`config.mk`:
```
export PLATFORM = sky130hd
export DESIGN_NAME = morse_rx_decoder_gen
export DESIGN_NICKNAME = d
export VERILOG_FILES = /design/src/rtl/morse_rx_decoder_gen.sv
export SDC_FILE = /design/constraint.sdc
export NUM_CORES = 1
export LEC_CHECK = 0
export ABC_AREA = 1
export CAP_MARGIN = 20
export CORE_ASPECT_RATIO = 1.5
export CORE_MARGIN = 2
export CORE_UTILIZATION = 40
export CTS_CLUSTER_SIZE = 20
export DETAILED_ROUTE_END_ITERATION = 10
export GPL_TIMING_DRIVEN = 0
export MAX_ROUTING_LAYER = met4
export PLACE_DENSITY = 0.56
export SLEW_MARGIN = 20
export SYNTH_ARGS = -nofsm -noshare
export SYNTH_HDL_FRONTEND = slang
export SYNTH_SLANG_ARGS = --single-unit
export TNS_END_PERCENT = 100
```
`constraint.sdc`:
```
create_clock -name iCLK -period 2.2 [get_ports iCLK]
set_input_delay 0.44 -clock iCLK [delete_from_list [all_inputs] [get_ports iCLK]]
set_output_delay 0.44 -clock iCLK [all_outputs]
set_load 0.02 [all_outputs]
```
`src/rtl/morse_rx_decoder_gen.sv`:
```
// Morse receive decoder: manual three-key or single-key timed entry, 6-bit character codes,
// NUM_CHARS-deep shifting display buffer with backspace, error and per-character strobe.
module morse_rx_decoder_gen #(
  parameter int unsigned NUM_CHARS  = 8,
  parameter int unsigned DASH_TICKS = 6000000,
  parameter int unsigned GAP_TICKS  = 15000000,
  parameter int unsigned CNT_W      = 24
) (
  input  logic                   iCLK,
  input  logic                   iRST_N,
  input  logic                   iEnable,
  input  logic                   iMode,
  input  logic                   iKeyDash,
  input  logic                   iKeyDot,
  input  logic                   iKeyConfirm,
  input  logic                   iKeyBack,
  output logic [6*NUM_CHARS-1:0] oDisplayData,
  output logic [5:0]             oChar,
  output logic                   oCharValid,
  output logic                   oError,
  output logic [2:0]             oPending,
  output logic                   oBuzzer
);

  localparam int unsigned    BufW      = 6 * NUM_CHARS;
  localparam logic [5:0]     CodeErr   = 6'd62;
  localparam logic [5:0]     CodeBlank = 6'd63;
  localparam logic [CNT_W-1:0] DashCnt = CNT_W'(DASH_TICKS);
  localparam logic [CNT_W-1:0] GapLast = CNT_W'(GAP_TICKS - 1);

  typedef enum logic [1:0] {StIdle, StPress, StGap} state_e;

  state_e            state_q, state_d;
  logic [3:0]        key_q;            // {back, confirm, dash, dot}, 1 = released
  logic              mode_q, mode_d;
  logic [4:0]        stack_q, stack_d;
  logic [2:0]        count_q, count_d;
  logic              ovf_q, ovf_d;
  logic [CNT_W-1:0]  press_cnt_q, press_cnt_d;
  logic [CNT_W-1:0]  gap_cnt_q, gap_cnt_d;
  logic [BufW-1:0]   buf_q, buf_d;
  logic [5:0]        char_q, char_d;
  logic              valid_q, valid_d;
  logic              error_q, error_d;

  logic [3:0] key_now, ev;
  logic       ev_dot, ev_dash, ev_conf, ev_back, mode_chg;
  logic       clr_pend, push, push_sym, commit, back_shift;
  logic [5:0] code;

  assign key_now  = {iKeyBack, iKeyConfirm, iKeyDash, iKeyDot};
  assign ev       = {4{iEnable}} & key_q & ~key_now;
  assign ev_dot   = ev[0];
  assign ev_dash  = ev[1];
  assign ev_conf  = ev[2];
  assign ev_back  = ev[3];
  assign mode_chg = iMode != mode_q;

  // First symbol sits in the most significant used bit; dash = 1.
  function automatic logic [5:0] decode(input logic [2:0] cnt, input logic [4:0] stk,
                                        input logic ovf);
    logic [5:0] c;
    c = CodeErr;
    if (!ovf) begin
      case (cnt)
        3'd0: c = CodeBlank;
        3'd1: c = stk[0] ? 6'd19 : 6'd4;
        3'd2: begin
          case (stk[1:0])
            2'b01:   c = 6'd0;
            2'b11:   c = 6'd12;
            2'b10:   c = 6'd13;
            default: c = 6'd8;
          endcase
        end
        3'd3: begin
          case (stk[2:0])
            3'b100:  c = 6'd3;
            3'b110:  c = 6'd6;
            3'b101:  c = 6'd10;
            3'b111:  c = 6'd14;
            3'b010:  c = 6'd17;
            3'b000:  c = 6'd18;
            3'b001:  c = 6'd20;
            default: c = 6'd22;
          endcase
        end
        3'd4: begin
          case (stk[3:0])
            4'b1000: c = 6'd1;
            4'b1010: c = 6'd2;
            4'b0010: c = 6'd5;
            4'b0000: c = 6'd7;
            4'b0111: c = 6'd9;
            4'b0100: c = 6'd11;
            4'b0110: c = 6'd15;
            4'b1101: c = 6'd16;
            4'b0001: c = 6'd21;
            4'b1001: c = 6'd23;
            4'b1011: c = 6'd24;
            4'b1100: c = 6'd25;
            default: c = CodeErr;
          endcase
        end
        3'd5: begin
          case (stk)
            5'b11111: c = 6'd26;
            5'b01111: c = 6'd27;
            5'b00111: c = 6'd28;
            5'b00011: c = 6'd29;
            5'b00001: c = 6'd30;
            5'b00000: c = 6'd31;
            5'b10000: c = 6'd32;
            5'b11000: c = 6'd33;
            5'b11100: c = 6'd34;
            5'b11110: c = 6'd35;
            default:  c = CodeErr;
          endcase
        end
        default: c = CodeErr;
      endcase
    end
    return c;
  endfunction

  // FSM next state; manual mode never leaves StIdle.
  always_comb begin
    state_d = state_q;
    if (iEnable) begin
      if (mode_chg || ev_back || ev_conf || !iMode) begin
        state_d = StIdle;
      end else begin
        unique case (state_q)
          StIdle:  if (ev_dot) state_d = StPress;
          StPress: if (iKeyDot) state_d = StGap;
          StGap: begin
            if (ev_dot) state_d = StPress;
            else if (gap_cnt_q >= GapLast) state_d = StIdle;
          end
          default: state_d = StIdle;
        endcase
      end
    end
  end

  // FSM outputs: event actions and timing counters, Back > Confirm > Dash > Dot.
  always_comb begin
    clr_pend    = 1'b0;
    push        = 1'b0;
    push_sym    = 1'b0;
    commit      = 1'b0;
    back_shift  = 1'b0;
    press_cnt_d = press_cnt_q;
    gap_cnt_d   = gap_cnt_q;
    if (iEnable) begin
      if (mode_chg || ev_back || ev_conf) begin
        press_cnt_d = '0;
        gap_cnt_d   = '0;
        if (mode_chg) clr_pend = 1'b1;
        else if (ev_back) begin
          if (count_q != 3'd0) clr_pend = 1'b1;
          else back_shift = 1'b1;
        end else commit = 1'b1;
      end else if (!iMode) begin
        if (ev_dash) begin
          push     = 1'b1;
          push_sym = 1'b1;
        end else if (ev_dot) begin
          push = 1'b1;
        end
      end else begin
        unique case (state_q)
          StIdle: begin
            if (ev_dot) begin
              press_cnt_d = CNT_W'(1);
              gap_cnt_d   = '0;
            end
          end
          StPress: begin
            if (iKeyDot) begin
              push        = 1'b1;
              push_sym    = press_cnt_q >= DashCnt;
              press_cnt_d = '0;
              gap_cnt_d   = '0;
            end else if (press_cnt_q < DashCnt) begin
              press_cnt_d = press_cnt_q + CNT_W'(1);
            end
          end
          StGap: begin
            if (ev_dot) begin
              press_cnt_d = CNT_W'(1);
              gap_cnt_d   = '0;
            end else if (gap_cnt_q >= GapLast) begin
              commit    = 1'b1;
              gap_cnt_d = '0;
            end else begin
              gap_cnt_d = gap_cnt_q + CNT_W'(1);
            end
          end
          default: ;
        endcase
      end
    end
  end

  assign code = decode(count_q, stack_q, ovf_q);

  always_comb begin
    mode_d  = iEnable ? iMode : mode_q;
    stack_d = stack_q;
    count_d = count_q;
    ovf_d   = ovf_q;
    buf_d   = buf_q;
    char_d  = char_q;
    valid_d = 1'b0;
    error_d = 1'b0;
    if (clr_pend || commit) begin
      stack_d = '0;
      count_d = '0;
      ovf_d   = 1'b0;
    end
    if (push) begin
      if (count_q == 3'd5) begin
        ovf_d = 1'b1;
      end else begin
        stack_d = {stack_q[3:0], push_sym};
        count_d = count_q + 3'd1;
      end
    end
    if (commit) begin
      buf_d   = {buf_q[BufW-7:0], code};
      char_d  = code;
      valid_d = 1'b1;
      error_d = code == CodeErr;
    end
    if (back_shift) buf_d = {CodeBlank, buf_q[BufW-1:6]};
  end

  always_ff @(posedge iCLK or negedge iRST_N) begin
    if (!iRST_N) begin
      state_q     <= StIdle;
      key_q       <= 4'hF;
      mode_q      <= 1'b0;
      stack_q     <= '0;
      count_q     <= '0;
      ovf_q       <= 1'b0;
      press_cnt_q <= '0;
      gap_cnt_q   <= '0;
      buf_q       <= '1;
      char_q      <= CodeBlank;
      valid_q     <= 1'b0;
      error_q     <= 1'b0;
    end else begin
      state_q     <= state_d;
      key_q       <= key_now;
      mode_q      <= mode_d;
      stack_q     <= stack_d;
      count_q     <= count_d;
      ovf_q       <= ovf_d;
      press_cnt_q <= press_cnt_d;
      gap_cnt_q   <= gap_cnt_d;
      buf_q       <= buf_d;
      char_q      <= char_d;
      valid_q     <= valid_d;
      error_q     <= error_d;
    end
  end

  assign oDisplayData = buf_q;
  assign oChar        = char_q;
  assign oCharValid   = valid_q;
  assign oError       = error_q;
  assign oPending     = count_q;
  assign oBuzzer      = iEnable & (~iKeyDot | (~iMode & ~iKeyDash));

endmodule

```
; Word-level counts from Yosys, hierarchy flattened
; Memories as Yosys holds them, arrays and structs flattened.
; Index checks and enable logic that the tools add are counted.
; Widths: inputs -> output; s select.
[word_totals]
memories = 2
in_bits = 8
reg_bits = 120
mem_bits_ro = 288
output_inout_bits = 60
[mem_list]
columns = name, depth, width, read_ports, rd_clocked_by_memory_dff, write_ports, line_no
row1 = (name not given), 32, 6, 1, 0, 0, 106  ; case (stk)
row2 = (name not given), 16, 6, 1, 0, 0, 89  ; case (stk[3:0])
[classes]
bitwise = 9
n_reduce_logical = 17
n_eq_ne = 25
addsub = 3
n_mux = 68
order_cmp = 3
[op_table]
columns = op, count
row1 = $mux 24, 11
row2 = $mux 48, 2
row3 = $pmux 24 s3, 1
row4 = $add 24x1->24 const B, 2
row5 = $pmux 24 s2, 1
row6 = $mux 1, 36
row7 = $pmux 6 s6, 1
row8 = $pmux 5 s7, 1
row9 = $ge 24x23->1 const B, 1
row10 = $ge 24x24->1 const B, 1
row11 = $lt 24x23->1 const B, 1
row12 = $mux 5, 4
row13 = $eq 3x3->1 const B, 6
row14 = $ne 3x3->1 const B, 4
row15 = $pmux 4 s3, 1
row16 = $mux 2, 5
row17 = $reduce_and 5->1, 2
row18 = $eq 3x2->1 const B, 3
row19 = $mux 3, 3
row20 = $and 4x4->4, 2
row21 = $ne 4x4->1 const B, 2
row22 = $eq 2x2->1 const B, 3
row23 = $eq 3x1->1 const B, 2
row24 = $eq 6x6->1 const B, 1
row25 = 19 further kinds, 29

; Depth between registers and ports, before layout
[depth]
depth_word = 11
ltp_mapped = 14
mapped_depth_nobuf = 13

; Worst setup path after synthesis
; Ideal clock, no wire load.
[synth_path]
path_type = register -> register
startpoint = reg state_q[0]
endpoint = reg press_cnt_q[11]
setup_ps = 126
required_ps = 2074
arrival_ps = 1715
path_slack_ps = 359
stages_incl_launch_ff = 10
cell_sequence = dfrtp_1 inv_1 ha_1 nor2_2 clkinv_1 a21oi_1 nand2_1 buf_4 nand2_1 o21ai_0
[synth_between]
elab_chain_len = 5
[synth_lines]
columns = item, line_no
row1 = start: declaration, 33  ; state_e state_q, state_d;
row2 = start signal: assignment, 241  ; state_q <= StIdle;
row3 = start signal: assignment, 254  ; state_q <= state_d;
row4 = $eq 2x2->1 or $logic_not 2->1 (tied branches), 172  ; unique case (state_q)
row5 = $reduce_or 2->1 (no source line), n/a
row6 = $pmux 24 s2, 172
row7 = $mux 24, 164  ; end else if (!iMode) begin
row8 = $mux 24, 156  ; if (mode_chg || ev_back || ev_conf) begin
row9 = end signal: assignment, 260  ; press_cnt_q <= press_cnt_d;
row10 = end: declaration, 39  ; logic [CNT_W-1:0] press_cnt_q, press_cnt_d;
; Parallel ways exist; a longest one is shown, timed or not. The select of a mux whose other input is x is not followed.
; A chain may end at the register's enable or synchronous reset.

; Worst setup path in the final report
[layout_path]
startpoint = in iKeyDot
endpoint = out oBuzzer
[layout_between]
elab_chain_len = 3
[layout_lines]
columns = item, line_no
row1 = start: declaration, 14  ; input logic iKeyDot,
row2 = $not 1->1, 274  ; assign oBuzzer = iEnable & (~iKeyDot | (~iMode & ~iKeyDash));
row3 = $or 1x1->1, 274
row4 = $and 1x1->1, 274
row5 = end: declaration, 22  ; output logic oBuzzer
; No other way between the ends.

==> results.yml <==
finish:
  fin_nets: 1291
  layout.cells.non_filler: 1537
  area_growth_pct: 21.7
  nFillCells: 2030
  num_antenna_cells: 0
  drive_above_1_share_pct: 13.5
routing:
  vias: 7719
  wl_per_cell_um: 15.3
  ant_nets: 0
  drt-total-wl_mm: 23.5
  drc: 0
  drtIter0Drc: 511
  dr.pass1.iters: 5
  via_per_inst: 5.02
timing:
  setup_viol: 0
  rsz0062_at_grt: "false"
  hold_viol: 0
  max_slew.worst_pin.slew_ns: 0.794
  relSlewSlack_pct: 47.1
  slew_viol_final: 0
  fmax_ghz: 0.470
  post-route-period-util_pct: 96.7
  fin_worst_hold_slack_ns: 0.414
  min_period_ns: 2.13
  tns_ns: 0
  finClkSkew_ns: 0.0122
setup_path:
  reg2reg_slack_ns: 0.16
  path_buf_inv: 3
  critPathArrivalTime_ns: 1.69
  cp_slowest_stage_delay_ns: 0.41
  endpoint_kind: "primary output"
  crit_required_ns: 1.76
  cp-start-kind: "input port"
  path_max_fanout: 8
  r2r_start: "oPending[1]$_DFF_PN0_"
  cp.depth: 4
  crit_chain: "clkdlybuf4s50_1, clkbuf_4, o22ai_1, clkdlybuf4s15_1"
  cp_top_family: "buffers and inverters"
  cp-endpoint: "oBuzzer"
  path_class: "input port to primary output"
  rr_endpoint: "oDisplayData[23]$_DFFE_PN1P_"
  reg2reg_depth: 8
  crit_slowest_cell: "clkdlybuf4s50_1"
  crit_start: "iKeyDot"
global_routing:
  grt_pass1_vias: 7759
  overflow: 0
  grt_usage_pct: 24.1
  antenna_found_initial: 0
  grt_pass1_wl_mm: 39.3
  grt_max_degree: 74
pwr:
  clockPowerShare_pct: 33.3
  p_leak_nw: 4.38
  p_int_mw: 5.73
  power_switching_mw: 3.08
  p_sw_share_pct: 35.0
  comb_power_share_pct: 29.6
  seq_power_share_pct: 37.1
  powerDensity_nw_per_um2: 909
  ir_drop_mv: 0.551
floorplanning:
  core_um2: 19600
  die_area_um2: 21100
  die_x_um: 119
  pin_count: 68
  chipHeight_um: 177
  rows: 63
  start_util_pct: 40.6
synth:
  netlist_area_um2: 7960
  synth.most_common_cell: "nand2_1"
  synth_edf_count: 0
  synth_cell_type_count: 39
  synth_warnings: 0
  synth.top_cell.area_share_pct: 20.6
  yosysSeqAreaShare_pct: 38.6
  synthCells: 1175
  syn_nets: 1202
  ys_top_cells_by_count: "nand2_1, nand3_1, inv_1, nor2_1, dfrtp_1"
  ys_top_cells_by_area: "nand2_1, dfrtp_1, dfstp_2"
  synth_flop_cell: "dfrtp_1"
  postSynthAreaPerCell_um2: 6.78
  yosysTopAreaCell: "nand2_1"
  async_flop_share_pct: 100
  synth_seq_cells: 120
clock_network:
  clockBufferDepth: 2
  cts_tree: "yes"
  root_buffer: "clkbuf_16"
  clkSinkCount: 120
  cts.clk_slew.worst_paths_ns: 0.06
  worstSkewPairLatency_ns: 0.43
  numCtsBuffers: 17
  htreeDepth: 4
placement:
  gp_congestion: 0.908
  portBuffers: 65
  place_hpwl_mm: 17.5
  placedCellCount: 1501
worst_hold_path:
  worstHoldPathType: "input port to register"
status:
  status: "complete, no violations"
flow_run:
  drv_cap: 0
[layout make-up]
cell class / instances / area (um2) / area share [%]
well taps: 260 / 325 / 3.36
multi-input cells: 892 / 4240 / 43.7
clock inverters: 14 / 161 / 1.67
repair buffers: 70 / 716 / 7.39
flip-flops and latches: 120 / 3080 / 31.7
clock buffers: 18 / 450 / 4.65
plain buffers: 45 / 275 / 2.84
inverters: 118 / 447 / 4.61
[sequential cells by signal, summed over array words and instances (netlist names), 2 cells and up]
name / count
oDisplayData: 48
gap_cnt_q: 24
press_cnt_q: 24
oChar: 6
stack_q: 5
key_q: 4
oPending: 3
state_q: 2
[how the worst min path moves through the flow]
stage / cells after the start / slack (ns) / from / to
5_1_grt: 3 / 0.42 / iMode / mode_q$_DFFE_PN0P_
6_report: 3 / 0.41 / iMode / mode_q$_DFFE_PN0P_
3_5_place_dp: 1 / 0.38 / iRST_N / stack_q[2]$_DFF_PN0_
2_1_floorplan: 0 / 0.14 / iRST_N / gap_cnt_q[0]$_DFFE_PN0P_
3_3_place_gp: 2 / 0.45 / oChar[3]$_DFFE_PN1P_ / oChar[3]$_DFFE_PN1P_
4_1_cts: 3 / 0.39 / iMode / mode_q$_DFFE_PN0P_
[placed cells by master, fill, tap and decap left out, drive strengths merged]
cell,count
xor2,9
clkdlybuf4s50,63
o211ai,3
and3,1
nand3,138
o21ai,65
a31oi,1
nand3b,15
bufinv,2
clkinvlp,2
dlygate4sd3,1
a22oi,1
o22ai,2
a21oi,10
clkdlybuf4s15,1
dfstp,58
nand2,444
buf,33
nand4,30
xnor2,3
o21bai,7
nor3,22
nor2,114
inv,121
or2,8
clkbuf,35
clkinv,7
ha,19
dfrtp,62
[worst reg2reg max path: stages, from the launching register on]
cell	delay [ns]
dfrtp_1	0.46
inv_1	0.11
ha_1	0.17
nand2_1	0.15
nor3_4	0.36
clkbuf_1	0.42
o21ai_0	0.15
nand2_1	0.10
nand2_1	0.05
[timing repair]
item	in CTS	in global routing
endpoints found under the hold margin	45	0
hold buffers	1	0
endpoints found under the setup margin	31	85
buffers inserted	2	1
resized for setup	4	31
pin swaps	1	1
[metal layers]
metal	routed length, um	GRT usage [%]	up-vias
met2	12300	42.8	156
met5	0	-	-
met1	10100	27.9	3594
met3	692	3.48	40
li1	-	-	3929
met4	545	8.18	0
[power groups by stage]
stage	clock network, mW	logic [mW]	registers (mW)
after CTS	2.98	2.63	3.26
after detailed placement	0	2.60	3.30
after global placement	0	2.58	3.29
after global routing	3.07	2.88	3.32
final	2.93	2.61	3.27
after floorplan	0	1.01	3.66
[logic make-up after synthesis]
family                   after synthesis  share of synthesized area, %
adder cells (fa/ha/maj)               19                          2.99
flip-flops                           120                          38.6
AND/OR/NAND/NOR                      772                          42.1
XOR/XNOR                              12                          1.41
buffers and inverters                163                          8.86
AO/OA/AOI/OAI                         89                          5.99
[stage by stage]
stage | cell area, um2 | setup slack, ns | total power [mW] | util, %
2_1_floorplan | 7960 | 0.359 | 4.67 | -
3_3_place_gp | 8940 | -4.34 | 5.87 | 45.5
3_5_place_dp | 8970 | -0.480 | 5.89 | 45.7
4_1_cts | 9620 | 0.00400 | 8.88 | 49.0
5_1_grt | 9690 | 0.00433 | 9.28 | 49.4
6_report | 9690 | 0.0724 | 8.81 | 49.4
Power figures use the tool's default switching activity.
